**config.mk**
```make
export PLATFORM = sky130hd
export DESIGN_NAME = tw_mult_6th
export DESIGN_NICKNAME = d
export VERILOG_FILES = /design/src/rtl/tw_mult_6th_pkg.sv /design/src/rtl/cmult_round_sat.sv /design/src/rtl/tw_mult_6th.sv
export SDC_FILE = /design/constraint.sdc
export NUM_CORES = 2
export LEC_CHECK = 0
export BUFFER_PORTS_ARGS = -buffer_cell sky130_fd_sc_hd__clkbuf_2
export CAP_MARGIN = 20
export CORE_MARGIN = 8
export CORE_UTILIZATION = 50
export DETAILED_ROUTE_END_ITERATION = 8
export PLACE_DENSITY = 0.66
export SYNTH_ARGS = -nofsm -noshare
export SYNTH_HDL_FRONTEND = slang
export SYNTH_HIERARCHICAL = 1
export SYNTH_SLANG_ARGS = --single-unit
```
**constraint.sdc**
```tcl
create_clock -name clk -period 18.1 [get_ports clk]
set_input_delay 5.43 -clock clk [delete_from_list [all_inputs] [get_ports clk]]
set_output_delay 5.43 -clock clk [all_outputs]
set_load 0.01 [all_outputs]
```
**src/rtl/tw_mult_6th_pkg.sv**
```systemverilog
// Shared constants for the stage-6 twiddle multiplier: Q2.12 scaling and
// saturation bounds for a given data width.
package tw_mult_6th_pkg;

  localparam int TW_FRAC  = 12;
  localparam int TW_ROUND = 1 << (TW_FRAC - 1);

  function automatic int sat_max(input int wl);
    return (1 << (wl - 1)) - 1;
  endfunction

  function automatic int sat_min(input int wl);
    return -(1 << (wl - 1));
  endfunction

endpackage

```
**src/rtl/cmult_round_sat.sv**
```systemverilog
// Two-stage complex multiply by a Q2.12 twiddle, round-half-up and saturate.
// A valid bit and tag ride alongside the data.
module cmult_round_sat
  import tw_mult_6th_pkg::*;
#(
  parameter int WL    = 16,
  parameter int TWL   = 14,
  parameter int TAG_W = 1
) (
  input  logic             clk,
  input  logic             rst_n,
  input  logic             in_valid,
  input  logic [TAG_W-1:0] in_tag,
  input  logic [WL-1:0]    a,
  input  logic [WL-1:0]    b,
  input  logic [TWL-1:0]   c,
  input  logic [TWL-1:0]   s,
  output logic             out_valid,
  output logic [TAG_W-1:0] out_tag,
  output logic [WL-1:0]    out_re,
  output logic [WL-1:0]    out_im,
  output logic             ovf
);

  localparam int PW = WL + TWL;
  localparam int SW = PW + 1;
  localparam logic signed [SW-1:0] MAX_V = SW'(sat_max(WL));
  localparam logic signed [SW-1:0] MIN_V = SW'(sat_min(WL));
  localparam logic signed [SW-1:0] RND_V = SW'(TW_ROUND);

  logic signed [PW-1:0] a_x, b_x, c_x, s_x;
  logic signed [PW-1:0] p_ac, p_bs, p_as, p_bc;
  logic                 v1;
  logic [TAG_W-1:0]     t1;

  assign a_x = PW'($signed(a));
  assign b_x = PW'($signed(b));
  assign c_x = PW'($signed(c));
  assign s_x = PW'($signed(s));

  always_ff @(posedge clk) begin
    if (!rst_n) begin
      v1   <= 1'b0;
      t1   <= '0;
      p_ac <= '0;
      p_bs <= '0;
      p_as <= '0;
      p_bc <= '0;
    end else begin
      v1 <= in_valid;
      t1 <= in_valid ? in_tag : '0;
      if (in_valid) begin
        p_ac <= a_x * c_x;
        p_bs <= b_x * s_x;
        p_as <= a_x * s_x;
        p_bc <= b_x * c_x;
      end
    end
  end

  logic signed [SW-1:0] sum_re, sum_im, rnd_re, rnd_im;
  logic [WL-1:0]        y_re, y_im;
  logic                 sat_re, sat_im;

  always_comb begin
    sum_re = SW'(p_ac) - SW'(p_bs);
    sum_im = SW'(p_as) + SW'(p_bc);
    rnd_re = (sum_re + RND_V) >>> TW_FRAC;
    rnd_im = (sum_im + RND_V) >>> TW_FRAC;
    sat_re = 1'b1;
    sat_im = 1'b1;
    if (rnd_re > MAX_V)      y_re = MAX_V[WL-1:0];
    else if (rnd_re < MIN_V) y_re = MIN_V[WL-1:0];
    else begin
      y_re   = rnd_re[WL-1:0];
      sat_re = 1'b0;
    end
    if (rnd_im > MAX_V)      y_im = MAX_V[WL-1:0];
    else if (rnd_im < MIN_V) y_im = MIN_V[WL-1:0];
    else begin
      y_im   = rnd_im[WL-1:0];
      sat_im = 1'b0;
    end
  end

  always_ff @(posedge clk) begin
    if (!rst_n) begin
      out_valid <= 1'b0;
      out_tag   <= '0;
      out_re    <= '0;
      out_im    <= '0;
      ovf       <= 1'b0;
    end else begin
      out_valid <= v1;
      out_tag   <= v1 ? t1 : '0;
      ovf       <= v1 && (sat_re || sat_im);
      if (v1) begin
        out_re <= y_re;
        out_im <= y_im;
      end
    end
  end

endmodule

```
**src/rtl/tw_mult_6th.sv**
```systemverilog
// Stage-6 FFT twiddle multiplier: sample counter, twiddle ROM addressing and
// input alignment to the ROM's one-cycle read latency.
module tw_mult_6th
  import tw_mult_6th_pkg::*;
#(
  parameter int stage_FFT      = 6,
  parameter int word_length    = 16,
  parameter int word_length_tw = 14
) (
  input  logic                      clk,
  input  logic                      rst_n,
  input  logic                      in_valid,
  input  logic                      in_sop,
  input  logic [word_length-1:0]    in_re,
  input  logic [word_length-1:0]    in_im,
  output logic                      en_rd,
  output logic [stage_FFT-2:0]      rd_ptr_angle,
  input  logic [word_length_tw-1:0] cos_data,
  input  logic [word_length_tw-1:0] sin_data,
  output logic                      out_valid,
  output logic                      out_last,
  output logic [word_length-1:0]    out_re,
  output logic [word_length-1:0]    out_im,
  output logic                      ovf
);

  localparam int IW = stage_FFT;

  logic [IW-1:0]          cnt, idx;
  logic                   v0, l0;
  logic [word_length-1:0] re0, im0;

  // First half of the frame is an identity pass through ROM entry 0.
  assign idx          = in_sop ? '0 : cnt;
  assign en_rd        = in_valid;
  assign rd_ptr_angle = (in_valid && idx[IW-1]) ? idx[IW-2:0] : '0;

  always_ff @(posedge clk) begin
    if (!rst_n) begin
      cnt <= '0;
      v0  <= 1'b0;
      l0  <= 1'b0;
      re0 <= '0;
      im0 <= '0;
    end else begin
      v0 <= in_valid;
      l0 <= in_valid && (idx == '1);
      if (in_valid) begin
        cnt <= idx + IW'(1);
        re0 <= in_re;
        im0 <= in_im;
      end
    end
  end

  cmult_round_sat #(
    .WL    (word_length),
    .TWL   (word_length_tw),
    .TAG_W (1)
  ) u_cmult (
    .clk       (clk),
    .rst_n     (rst_n),
    .in_valid  (v0),
    .in_tag    (l0),
    .a         (re0),
    .b         (im0),
    .c         (cos_data),
    .s         (sin_data),
    .out_valid (out_valid),
    .out_tag   (out_last),
    .out_re    (out_re),
    .out_im    (out_im),
    .ovf       (ovf)
  );

endmodule
```
Yosys cells after proc, flatten, opt, wreduce, memory -nomap -nowiden
Index checks and enable logic that the tools add are counted.
- register bits: 197
- bits in latches: 0
- memory bits (writable): 0
- memory bits (read-only): 0
- input port bits: 64
- output and inout bits: 41
- logic and storage cells: 46
- memories kept: 0
- $add $sub $neg: 5
- $mul: 4
- divide/modulo/power cells: 0
- order comparisons: 4
- equality and inequality tests: 1
- shifts and indexed selects: 0
- multiplexer cells: 10
- bitwise logic cells: 0
- reductions and logical operators: 6
- operator list (cell ; number):
    multiplier 16 x 14 -> 30 bit ; 4
    two-way mux 16 bit ; 4
    adder 31 x 13 -> 31 bit (second input constant) ; 2
    greater-than comparator 19 x 16 -> 1 bit (second input constant) ; 2
    < comparator 19 x 16 -> 1 bit (second input constant) ; 2
    adder 30 x 30 -> 31 bit ; 1
    subtractor 30 x 30 -> 31 bit ; 1
    adder 6 x 1 -> 6 bit (second input constant) ; 1
    equality test 6 bit (second input constant) ; 1
    two-way mux 6 bit ; 1
    two-way mux 5 bit ; 1
    two-way mux 1 bit ; 4
    AND reduction 2 bit ; 2
    logical AND 1 bit ; 3
    logical OR 1 bit ; 1

Longest topological paths before layout
- depth after elaboration: 7
- mapped depth: 27
- mapped depth without buffers: 25

Modules after synthesis
The synthesis kept the hierarchy.
- by module, submodules not included (module ; times used ; cells each ; area an instance (um^2) ; sequential area each (um^2)):
    cmult_round_sat ; 1 ; 4703 ; 42151.7 ; 3143.0
    tw_mult_6th ; 1 ; 150 ; 1615.3 ; 800.8

Least setup slack after synthesis
OpenSTA, ideal clock, no wires.
- path kind: input to output
- from: input port in_valid
- to: output port rd_ptr_angle[4]
- data arrival time: 5957 ps
- data required time: 12670 ps
- path slack: 6713 ps
- stages: 3
- buffers on the path: 1
- cells stage by stage: buf_4 and2b_1 and3_1
- longest elaborated chain between the ends: 2
- RTL lines (element ; line ; source):
    start: declaration ; tw_mult_6th.sv:12 ; input logic in_valid,
    logical AND 1 bit ; tw_mult_6th.sv:36 ; assign rd_ptr_angle = (in_valid && idx[IW-1]) ? idx[IW-2:0] : '0;
    two-way mux 5 bit ; tw_mult_6th.sv:36 ;
    end: declaration ; tw_mult_6th.sv:17 ; output logic [stage_FFT-2:0] rd_ptr_angle,
Every way passes these cells.

Worst setup path in the final report
- from: input port in_valid
- to: output port rd_ptr_angle[0]
The elaborated chain is that of the path after synthesis.

==> results.cfg <==
[status]
status = complete, no violations

[placed_design]
place.gp.congestion = 0.892
io_buffer_count = 104
detailedPlacementHpwl_um = 88200
dp.cells = 5916
post_dp_cell_area_um2 = 45100

[detailed_routing]
route.detailed.wl_per_inst_um = 19.2
wl_um = 114000
via_count_normalized_by_instance_count = 5.33
num_vias = 31800
route.detailed.drc = 0
detail_route.first_pass.iterations = 5
initialDrtViolationCount = 2356
postRouteAntennaNets = 0

[clock_network]
tritoncts_clock_tree = yes
clock_sinks = 197
ctsLongestPathBuffers = 2
cts_post_setup_buffers_inserted = 0
cts_resized = 0
cts_max_level = 4
clock-root-buffer = sky130_fd_sc_hd__clkbuf_16
clk_pin_slew_ps = 80
post_cts_hold_buffer_count = 0
clk_latency_ps = 480
inserted_clock_buffers = 17

[timing]
final_hold_viol_count = 0
tns_ps = 0
finalClockSkew_ps = 18.6
report.final.slew_viol_count = 0
achievable-frequency_mhz = 81.9
fin_crit_sh_pct = 67.4
tmin_final_ps = 12210
fin_hold_ws_ps = 473
max_slew.worst_pin.slew_ps = 1060
maxSlewHeadroom_pct = 29.5
grt_setup_unrepaired = no
final-setup-viol-count = 0

[finish]
most_frequent_standard_cell_in_the_layout_excluding_fill_and_tap_cells = sky130_fd_sc_hd__inv_1
layout.cells.non_filler = 5955
postLayoutCoreUtil_pct = 52.7
stdcell_area_um2 = 45800
area_growth_syn_to_layout_pct = 4.55
mostFrequentLayoutCells = sky130_fd_sc_hd__inv_1 (1048), sky130_fd_sc_hd__fa_1 (876), sky130_fd_sc_hd__and2_1 (468)
drive_gt1_share_pct = 4.44
finalNetCount = 6119

[synth]
number_of_flops_mapped_to_enable_cells_by_yosys = 0
syn_area_per_cell_um2 = 9.02
synth-main-ff-cell = sky130_fd_sc_hd__dfxtp_1
ys_ff_latch = 197
syn_nets = 6192
synth_seq_area_share_pct = 9.01
netlist_area_um2 = 43800
synthesis.instances = 4853
synth.yosys.warnings = 6
post_synth_num_cell_types = 84
synth_async_reset_ratio_pct = 0

[pwr]
power.density_nw_per_um2 = 122
p_leak_nw = 23.4
ir_drop_mv = 0.116

[setup_path]
crit_arrival_ps = 6780
setup.worst_path.end_class = output pin
cp_max_fo = 31
critical_path.startpoint_type = input port
critPathKind = input port to output pin
worst-endpoint-required_ps = 12670

[global_routing]
groute.usage.overall_pct = 23.7
grt.overflow.total = 0
grt_max_degree = 80
global_route_wire_length_before_repair_um = 183000
grt_antenna_before_repair = 7
grt_pass1_vias = 32900

[worst_hold_path]
hold_class = flop to flop

[floorplan]
design.portCount = 105
overall_die_area_um2 = 97300
die_h_um = 312
initial_core_util_pct = 50.4
row_count = 108
core_um2 = 86800
floorplan.die.width_um = 312

[job]
maxCapViolCount = 0
==> synth_stat cells, types with 7 or more instances <==
master / number / area (um^2)
sky130_fd_sc_hd__a211oi_1: 18 / 135
sky130_fd_sc_hd__a21o_1: 70 / 526
sky130_fd_sc_hd__a21oi_1: 132 / 661
sky130_fd_sc_hd__a21oi_2: 10 / 87.6
sky130_fd_sc_hd__a31oi_1: 11 / 68.8
sky130_fd_sc_hd__and2_1: 468 / 2930
sky130_fd_sc_hd__and3_1: 15 / 93.8
sky130_fd_sc_hd__buf_1: 15 / 56.3
sky130_fd_sc_hd__clkbuf_1: 210 / 788
sky130_fd_sc_hd__dfxtp_1: 197 / 3940
sky130_fd_sc_hd__fa_1: 876 / 17500
sky130_fd_sc_hd__ha_1: 399 / 4990
sky130_fd_sc_hd__inv_1: 1049 / 3940
sky130_fd_sc_hd__mux2i_1: 119 / 1190
sky130_fd_sc_hd__nand2_1: 463 / 1740
sky130_fd_sc_hd__nand2b_1: 43 / 269
sky130_fd_sc_hd__nand3_1: 33 / 165
sky130_fd_sc_hd__nand3b_1: 7 / 52.6
sky130_fd_sc_hd__nand4_1: 12 / 75.1
sky130_fd_sc_hd__nor2_1: 202 / 758
sky130_fd_sc_hd__nor2b_1: 48 / 300
sky130_fd_sc_hd__nor3_1: 18 / 90.1
sky130_fd_sc_hd__o211ai_1: 13 / 97.6
sky130_fd_sc_hd__o21a_1: 12 / 90.1
sky130_fd_sc_hd__o21ai_0: 105 / 526
sky130_fd_sc_hd__o21ai_1: 8 / 40.0
sky130_fd_sc_hd__o21bai_1: 14 / 105
sky130_fd_sc_hd__o31ai_1: 7 / 52.6
sky130_fd_sc_hd__or3_1: 12 / 75.1
sky130_fd_sc_hd__xnor2_1: 129 / 1130
sky130_fd_sc_hd__xor2_1: 42 / 368
==> critical path, stage by stage <==
cell,delay [ps]
sky130_fd_sc_hd__buf_2,350
sky130_fd_sc_hd__buf_4,590
sky130_fd_sc_hd__and3_1,250
sky130_fd_sc_hd__clkbuf_2,130
==> metal layers <==
layer  up-vias  wire length (um)  GRT usage [%]
met1     16100             49700           32.4
met2       956             52300           37.7
li1      14500                 -              -
met4         4              4090           8.25
met3       167              8020           4.29
met5         -                27              0
==> per-stage QoR <==
stage / power, mW / setup WS (ps)
floorplan: 3.87 / 6710
global placement: 5.04 / 5780
detailed placement: 5.10 / 5610
CTS: 5.54 / 5890
global route: 6.16 / 5660
finish: 5.57 / 5890
==> power breakdown <==
part	total [mW]	switching (mW)	internal, mW
combinational	4.58	2.78	1.80
clock	0.415	0.215	0.201
sequential	0.573	0.0711	0.502
total	5.57	3.06	2.51
==> kinds of logic (layout without fill, tap and decap cells) <==
logic type	Yosys count	in the layout	share of synthesized area, %
AND/OR/NAND/NOR	1340	1340	15.3
buffers and inverters	1285	1225	11.1
adder cells (fa/ha/maj)	1275	1275	51.5
AO/OA/AOI/OAI	466	466	6.96
flip-flops	197	197	9.01
XOR/XNOR	171	171	3.42
multiplexers	119	119	2.72
other	0	7	0
==> registers in the layout, indices dropped and copies added (netlist names), 6 cells and up <==
name / count
u_cmult/p_bs: 30
u_cmult/p_bc: 30
cnt: 6
u_cmult/out_re: 16
re0: 16
u_cmult/out_im: 16
im0: 16
u_cmult/p_as: 30
u_cmult/p_ac: 30
==> final cells by class <==
| type | count | area (um^2) |
|---|---|---|
| sequential | 197 | 3960 |
| tap | 1155 | 1450 |
| inverter | 1049 | 3940 |
| clock inverter | 14 | 184 |
| antenna | 7 | 17.5 |
| fill | 8136 | 41000 |
| clock buffer | 18 | 429 |
| multi-input combinational | 3371 | 35000 |
| timing repair buffer | 144 | 823 |
==> final timing paths <==
kind	start	to	slack [ps]	depth (start not counted)
min	u_cmult/t1	u_cmult/out_tag	470	1
min reg2reg	u_cmult/t1	u_cmult/out_tag	470	1
max	in_valid	rd_ptr_angle[0]	5890	4
max reg2reg	im0[7]	u_cmult/p_bc[28]	10680	24
Note: power is estimated with default switching activity, not from simulation.
